$ cat src/rtl/i2s_pattern_gen.sv
// i2s_pattern_gen: I2S / TDM test-pattern source for audio-path bring-up.
// Divides clk down to a bit clock and serialises one word per channel slot,
// MSB first. The word comes from one of four pattern sources: constant,
// per-channel ramp, 32-bit Galois LFSR, or a channel-ID/frame-count tag.
// Frames always run to completion; start and stop are frame aligned.
//
// Optional build macro: I2SGEN_LJ_EN adds i_lj (left-justified framing).
//
// Ports:
//   clk, rst_n      system clock, asynchronous active-low reset
//   i_en            run request, sampled in IDLE and at each frame end
//   i_lj            (I2SGEN_LJ_EN only) 1 = left-justified framing
//   i_mode          0 const, 1 ramp, 2 LFSR, 3 channel-ID
//   i_const/i_step  constant word / ramp increment
//   o_bck           bit clock, low half first, held 0 while idle
//   o_lrck          word select (2 channels) or 1-bit frame sync (TDM)
//   o_dout          serial data, changes on the o_bck falling edge
//   o_frame_start   one-clk pulse at the start of bit 0 of each frame
//   o_busy          high while a frame is in progress
module i2s_pattern_gen #(
    parameter int WORD_W   = 24,
    parameter int SLOT_W   = 32,
    parameter int CHANNELS = 2,
    parameter int BCK_DIV  = 4
) (
    input  logic              clk,
    input  logic              rst_n,
    input  logic              i_en,
`ifdef I2SGEN_LJ_EN
    input  logic              i_lj,
`endif
    input  logic [1:0]        i_mode,
    input  logic [WORD_W-1:0] i_const,
    input  logic [WORD_W-1:0] i_step,
    output logic              o_bck,
    output logic              o_lrck,
    output logic              o_dout,
    output logic              o_frame_start,
    output logic              o_busy
);
    localparam int DW = (BCK_DIV > 2) ? $clog2(BCK_DIV) : 1;
    localparam int PW = $clog2(SLOT_W);
    localparam int CW = (CHANNELS > 2) ? $clog2(CHANNELS) : 1;
    localparam int FW = WORD_W - 8;

    localparam logic [DW-1:0] DIV_LAST  = DW'(BCK_DIV - 1);
    localparam logic [DW-1:0] DIV_HALF  = DW'(BCK_DIV / 2 - 1);
    localparam logic [PW-1:0] POS_LAST  = PW'(SLOT_W - 1);
    localparam logic [PW-1:0] POS_W     = PW'(WORD_W);
    localparam logic [CW-1:0] SLOT_LAST = CW'(CHANNELS - 1);
    localparam logic [31:0]   LFSR_MASK = 32'h8020_0003;

    typedef enum logic {IDLE, RUN} state_t;

    state_t                           state;
    logic [DW-1:0]                    div;
    logic [PW-1:0]                    pos;
    logic [CW-1:0]                    slot;
    logic [1:0]                       mode_q;
    logic [WORD_W-1:0]                const_q, step_q, sh;
    logic [CHANNELS-1:0][WORD_W-1:0]  acc;
    logic [31:0]                      lfsr;
    logic [FW-1:0]                    fcnt;
`ifdef I2SGEN_LJ_EN
    logic                             lj_q;
`endif

    // Next-bit decode: everything below describes the bit period that starts
    // on the coming edge (only meaningful when bit_edge is set).
    logic              div_end, frame_last, stop, bit_edge, first, lj_e;
    logic [PW-1:0]     np;
    logic [CW-1:0]     ns;
    logic [1:0]        mode_e;
    logic [WORD_W-1:0] const_e, word, sh_n;
    logic [FW-1:0]     fcnt_e;
    logic [31:0]       lfsr_nxt;
    logic              dout_n, lrck_n;

    always_comb begin
        div_end    = (div == DIV_LAST);
        frame_last = (state == RUN) && div_end && (pos == POS_LAST) && (slot == SLOT_LAST);
        stop       = frame_last && !i_en;
        bit_edge   = ((state == IDLE) && i_en) || ((state == RUN) && div_end && !stop);
        np = ((state == IDLE) || (pos == POS_LAST)) ? '0 : pos + 1'b1;
        ns = (state == IDLE) ? '0 :
             (pos != POS_LAST) ? slot :
             (slot == SLOT_LAST) ? '0 : slot + 1'b1;
        first = (np == '0) && (ns == '0);
        // Frame-start edge uses the live inputs; they are latched on that same edge.
        mode_e  = first ? i_mode : mode_q;
        const_e = first ? i_const : const_q;
`ifdef I2SGEN_LJ_EN
        lj_e = first ? i_lj : lj_q;
`else
        lj_e = 1'b0;
`endif
        // Frame counter bumps on the edge that also starts the next frame.
        fcnt_e   = frame_last ? fcnt + 1'b1 : fcnt;
        lfsr_nxt = lfsr[0] ? ((lfsr >> 1) ^ LFSR_MASK) : (lfsr >> 1);
        case (mode_e)
            2'd0:    word = const_e;
            2'd1:    word = acc[ns];
            2'd2:    word = lfsr[WORD_W-1:0];
            default: word = {8'(ns), fcnt_e};
        endcase
        dout_n = 1'b0;
        sh_n   = sh;
        if (np == '0) begin
            // Left-justified sends the MSB straight away; I2S sends a 0 first.
            dout_n = lj_e ? word[WORD_W-1] : 1'b0;
            sh_n   = lj_e ? (word << 1) : word;
        end else if (lj_e ? (np < POS_W) : (np <= POS_W)) begin
            dout_n = sh[WORD_W-1];
            sh_n   = sh << 1;
        end
        if (CHANNELS == 2) lrck_n = ns[0] ^ lj_e;
        else               lrck_n = first;
    end

    always_ff @(posedge clk or negedge rst_n) begin
        if (!rst_n) begin
            state         <= IDLE;
            div           <= '0;
            pos           <= '0;
            slot          <= '0;
            mode_q        <= '0;
            const_q       <= '0;
            step_q        <= '0;
            sh            <= '0;
            acc           <= '0;
            lfsr          <= 32'h0000_0001;
            fcnt          <= '0;
            o_bck         <= 1'b0;
            o_lrck        <= 1'b0;
            o_dout        <= 1'b0;
            o_frame_start <= 1'b0;
            o_busy        <= 1'b0;
`ifdef I2SGEN_LJ_EN
            lj_q          <= 1'b0;
`endif
        end else begin
            o_frame_start <= 1'b0;
            if (state == RUN) begin
                div <= div_end ? '0 : div + 1'b1;
                if (div == DIV_HALF) o_bck <= 1'b1;
                if (div_end) begin
                    o_bck <= 1'b0;
                    // Ramp channel advances once its slot has been sent.
                    if ((pos == POS_LAST) && (mode_q == 2'd1))
                        acc[slot] <= acc[slot] + step_q;
                    if (frame_last) fcnt <= fcnt + 1'b1;
                end
            end
            if (bit_edge) begin
                state         <= RUN;
                o_busy        <= 1'b1;
                pos           <= np;
                slot          <= ns;
                o_lrck        <= lrck_n;
                o_dout        <= dout_n;
                sh            <= sh_n;
                o_frame_start <= first;
                if (first) begin
                    mode_q  <= i_mode;
                    const_q <= i_const;
                    step_q  <= i_step;
`ifdef I2SGEN_LJ_EN
                    lj_q    <= i_lj;
`endif
                end
                if ((np == '0) && (mode_e == 2'd2)) lfsr <= lfsr_nxt;
            end
            if (stop) begin
                state  <= IDLE;
                o_busy <= 1'b0;
                o_lrck <= 1'b0;
                o_dout <= 1'b0;
                pos    <= '0;
                slot   <= '0;
            end
        end
    end
endmodule

$ cat config.mk
export PLATFORM = sky130hd
export DESIGN_NAME = i2s_pattern_gen
export DESIGN_NICKNAME = d
export VERILOG_FILES = /design/src/rtl/i2s_pattern_gen.sv
export SDC_FILE = /design/constraint.sdc
export NUM_CORES = 1
export LEC_CHECK = 0
export CAP_MARGIN = 0
export CORE_ASPECT_RATIO = 0.6
export CORE_MARGIN = 2
export CORE_UTILIZATION = 40
export DETAILED_ROUTE_END_ITERATION = 10
export PLACE_DENSITY = 0.62
export SYNTH_ARGS = -nofsm -noshare
export SYNTH_HDL_FRONTEND = slang
export SYNTH_SLANG_ARGS = --single-unit
export TNS_END_PERCENT = 1
$ cat constraint.sdc
create_clock -name clk -period 8.6 [get_ports clk]
set_input_delay 1.29 -clock clk [delete_from_list [all_inputs] [get_ports clk]]
set_output_delay 1.29 -clock clk [all_outputs]
set_load 0.05 [all_outputs]
* Word level (Yosys, flattened, before mapping)
Cells that the tools add are included.
Storage, ports and cells: output and inout bits 5, bits in registers 182, word-level logic and storage cells 91, input port bits 53
Cells by class: reductions and logical operators 25, bitwise operators 3, mux-type cells 32, $add $sub $neg 5, equal/unequal tests 7, order comparisons 4
Operator list (count):
- 24-bit 2-to-1 mux | 8
- 24-bit case mux with 3 select lines | 1
- 48-bit bitwise mux | 1
- 32-bit 2-to-1 mux | 1
- 24-bit adder | 1
- 24-bit demux with 1-bit select | 1
- 16-bit by 1-bit adder with 16-bit output (second input constant) | 1
- 16-bit 2-to-1 mux | 1
- 5-bit 2-to-1 mux | 3
- 1-bit 2-to-1 mux | 14
- 1-bit logical AND | 10
- 2-bit AND reduction | 5
- 2-bit by 1-bit == test with 1-bit output (second input constant) | 3
- 2-bit nonzero test | 3
- 5-bit by 1-bit adder with 5-bit output (second input constant) | 1
- 5-bit == test (second input constant) | 1
- 5-bit less-or-equal comparator (second input constant) | 1
- 5-bit zero test | 1
- 5-bit inequality test (second input constant) | 1
- 2-bit == test (second input constant) | 2
- 1-bit by 2-bit < comparator with 1-bit output (second input constant) | 2
- 2-bit 2-to-1 mux | 2
- 3-bit inverter with 4-bit output | 1
- 3-bit AND reduction | 1
- 7 further kinds | 10

* Logic depth before layout (Yosys ltp)
depth in word-level cells 10, mapped depth 13, depth with buffers taken out 11

* Worst setup path before layout
No wires, ideal clock.
path type register to register, start point register slot, end point register acc[23] in the netlist's numbering, data arrival time 3.664 ns, period minus slack after synthesis 3.788 ns, path slack 4.812 ns, library setup time 0.125 ns, cell stages (with the launch flop) 12, buffers on the path 3, data required time 8.475 ns, path through dfrtp_1 buf_1 buf_1 mux2_2 ha_1 clkbuf_1 a211o_1 a21oi_1 o221ai_1 or3_1 o211a_1 mux2_2
On the way: cells in the longest elaborated chain, start to end 5, elaborated cells between the ends (all ways) 9, classes of those cells 1 x add/sub; 2 x order compare; 5 x mux; 1 x reduce/logical
Ends and longest elaborated chain:
- start, declared | RTL line 58 | logic [CW-1:0] slot;
- start signal, assigned | RTL line 158 | slot <= ns;
- parallel branches: the longest is 4 deep, another holds 24-bit adder
- 48-bit bitwise mux * | RTL line 150 | acc[slot] <= acc[slot] + step_q;
- end signal, assigned by index | RTL line 150
- end, declared | RTL line 61 | logic [CHANNELS-1:0][WORD_W-1:0] acc;
Every way passes the cells marked *. The select of a mux whose other input is x is not followed. A chain may end at the register's enable or synchronous reset.

* Worst setup path after layout
start point register pos[0], end point register lfsr[5]
On the way: cells in the longest elaborated chain, start to end 9, elaborated cells between the ends (all ways) 20, classes of those cells 1 x add/sub; 3 x eq/ne; 4 x mux; 1 x bitwise; 11 x reduce/logical
Ends and longest elaborated chain:
- start, declared | RTL line 57 | logic [PW-1:0] pos;
- start signal, assigned | RTL line 157 | pos <= np;
- parallel branches: the longest is 8 deep, another holds 5-bit by 1-bit adder with 5-bit output
- 2-bit AND reduction (no source line) *
- end signal, assigned | RTL line 171 | if ((np == '0) && (mode_e == 2'd2)) lfsr <= lfsr_nxt;
- end, declared | RTL line 62 | logic [31:0] lfsr;
Every way passes the cells marked *.

==> out/metrics.cfg <==
[clock_network]
cts_root_buffer=clkbuf_16
cts_buffers=17
clock_latency_ns=0.45
cts_max_path_buffers=2
cts_tree=yes
clock-sinks=182
ctsHoldBuffers=0
cts_setup_buffers=0
clkTransAtPathRegs_ns=0.07
cts_resized=0
h-tree-depth=4

[timing]
tns_ns=0
max_slew.worst_pin.slew_ns=0.985
fin_skew_ns=0.00940
period_share_pct=44.2
hold_viol_final=0
hold_ws_ns=0.473
slew_viol_final=0
fmax_mhz=263
period_needed_ns=3.80
rsz0062_at_grt=false
setup_viol_count_final=0
max_slew_margin_pct=34.3

[finish]
nets=1078
syn_to_final_growth_pct=15.0
design_area_mm2=0.0114
final_util_pct=46.9
final_layout_size_suffix_gt1_share_pct=17.8
final_common_cell=dfrtp_1
final_cell_mix=dfrtp_1 (181), nand2_1 (132), mux2_2 (110)
antenna_cells=0

[global_routing]
gr-total-overflow=0
grt_pass1_wl_um=41500
grt_pass1_vias=7310
antenna_found_initial=0
grt_max_degree=108
grtUsageTotal_pct=20.3

[synthesis]
ys_warn_count=0
synth_cell_types=68
synth_nets=1039
syn_area_mm2=0.00992
syn_area_per_cell_um2=10.4
synth-seq-cells=182
synth_seq_area_share_pct=45.9
synth_top_flop_cell=dfrtp_1
async_flop_share_pct=100
synth_edf_count=0
syn-instance-count=957

[floorplanning]
num_io_pins=58
core-area_mm2=0.0243
die_w_um=207
rows=44
design.die.area_mm2=0.0261
die_y_um=126
start_util_pct=40.8

[pwr]
power_density_mw_per_mm2=278
p_leak_nw=5.19
total_power_mw=3.17
irDropWorstVdd_mv=0.191

[detailed_routing]
drt-total-wl_um=25500
wire_per_inst_um=19.2
ant_nets=0
vias=7525
vias_per_cell=5.65
dr.pass1.iters=6
drtIter0Drc=607
route.detailed.drc=0

[flow_run]
maxCapViolations=0

[worst_setup_path]
crit_type=flop to flop
r2r_end=lfsr[5]
rr_startpoint=pos[0]
r2r_slack_ns=4.80
path_max_fanout=33
reg2regPathDepth=10
worstPathArrival_ns=4.13
crit_path_start_kind=flop
end_kind=flop
cp.required_ns=8.93

[min_path]
hold_class=flop to flop
hold_end=fcnt[15]
worstHoldStart=fcnt[15]
whs_path_depth=1

[place]
portBuffers=57
place_area_mm2=0.0108
dp_hpwl_um=18200
place.gp.congestion=0.877

[outcome]
outcome=finished clean

==> cell families (layout without fill, tap and decap cells) <==
logic type	count (synthesis)	after routing	share of synthesized area (%)
muxes	139	139	15.8
buffers and inverters	61	113	2.78
and+or+nand+nor	292	292	13.5
DFF	182	182	45.9
AOI/OAI and AO/OA	216	216	14.9
xor gates and xnor gates	38	38	3.36
adders and majority gates	29	29	3.74
==> Yosys cell counts, types with 9 or more instances <==
| master | count | share of area, % |
|---|---|---|
| nand3_1 | 24 | 1.2 |
| mux2_2 | 110 | 12 |
| and3_1 | 20 | 1.3 |
| a31oi_1 | 10 | 0.63 |
| a21oi_1 | 55 | 2.8 |
| mux2i_1 | 22 | 2.2 |
| inv_1 | 10 | 0.38 |
| o31ai_1 | 9 | 0.68 |
| o22ai_1 | 10 | 0.63 |
| buf_2 | 13 | 0.66 |
| xor2_1 | 16 | 1.4 |
| nor2_1 | 66 | 2.5 |
| dfrtp_1 | 181 | 46 |
| nand4_1 | 11 | 0.69 |
| xnor2_1 | 22 | 1.9 |
| clkbuf_1 | 30 | 1.1 |
| ha_1 | 28 | 3.5 |
| nand2_1 | 132 | 5.0 |
| o21ai_0 | 43 | 2.2 |
| o221ai_1 | 16 | 1.4 |
==> final cells by class <==
type / instances / area (um2)
Multi-Input combinational cell: 714 / 5100
Clock inverter: 13 / 191
Tap cell: 322 / 403
Sequential cell: 182 / 4560
Timing Repair Buffer: 71 / 679
Inverter: 10 / 37.5
Clock buffer: 19 / 433
Fill cell: 2290 / 12900
==> metrics by stage <==
stage,setup WS (ns),instances
global route,4.52,1331
finish,4.80,1331
floorplan,4.81,957
detailed placement,4.89,1299
global placement,4.92,1299
CTS,4.85,1331
==> how the worst max path moves through the flow <==
stage / startpoint / endpoint / slack, ns
floorplan: slot / acc[23] / 4.81
global placement: pos[0] / lfsr[5] / 4.92
detailed placement: pos[0] / lfsr[5] / 4.89
CTS: pos[0] / lfsr[4] / 4.85
global route: pos[0] / sh[11] / 4.52
finish: pos[0] / lfsr[5] / 4.80
==> flip-flops by register name, indices dropped and copies added (netlist names) <==
name           count
acc               48
lfsr              32
const_q           24
sh                24
step_q            24
fcnt              16
pos                5
div                2
mode_q             2
o_bck              1
o_dout             1
o_frame_start      1
slot               1
state              1
==> layer usage <==
| layer | track usage [%] | routed length [um] | vias to the layer above |
|---|---|---|---|
| met2 | 28.2 | 10400 | 225 |
| li1 | - | - | 3577 |
| met5 | 0 | 0 | - |
| met3 | 3.72 | 1480 | 20 |
| met4 | 5.63 | 285 | 0 |
| met1 | 31.9 | 13400 | 3703 |
==> where the power goes <==
part | internal (mW) | total [mW] | switching, mW
Clock | 0.492 | 0.848 | 0.357
Sequential | 1.04 | 1.18 | 0.133
Combinational | 0.465 | 1.14 | 0.675
Total | 2.00 | 3.17 | 1.16
==> critical path, stage by stage (launching register included) <==
cell and delay (ns):
dfrtp_1 0.43, ha_1 0.30, and3_1 0.21, ha_1 0.28, and2b_1 0.36, o211ai_2 0.20
nand2_4 0.34, mux2i_4 0.28, buf_4 0.35, nand3_4 0.44, mux2_1 0.46
(Power assumes the default switching activity.)
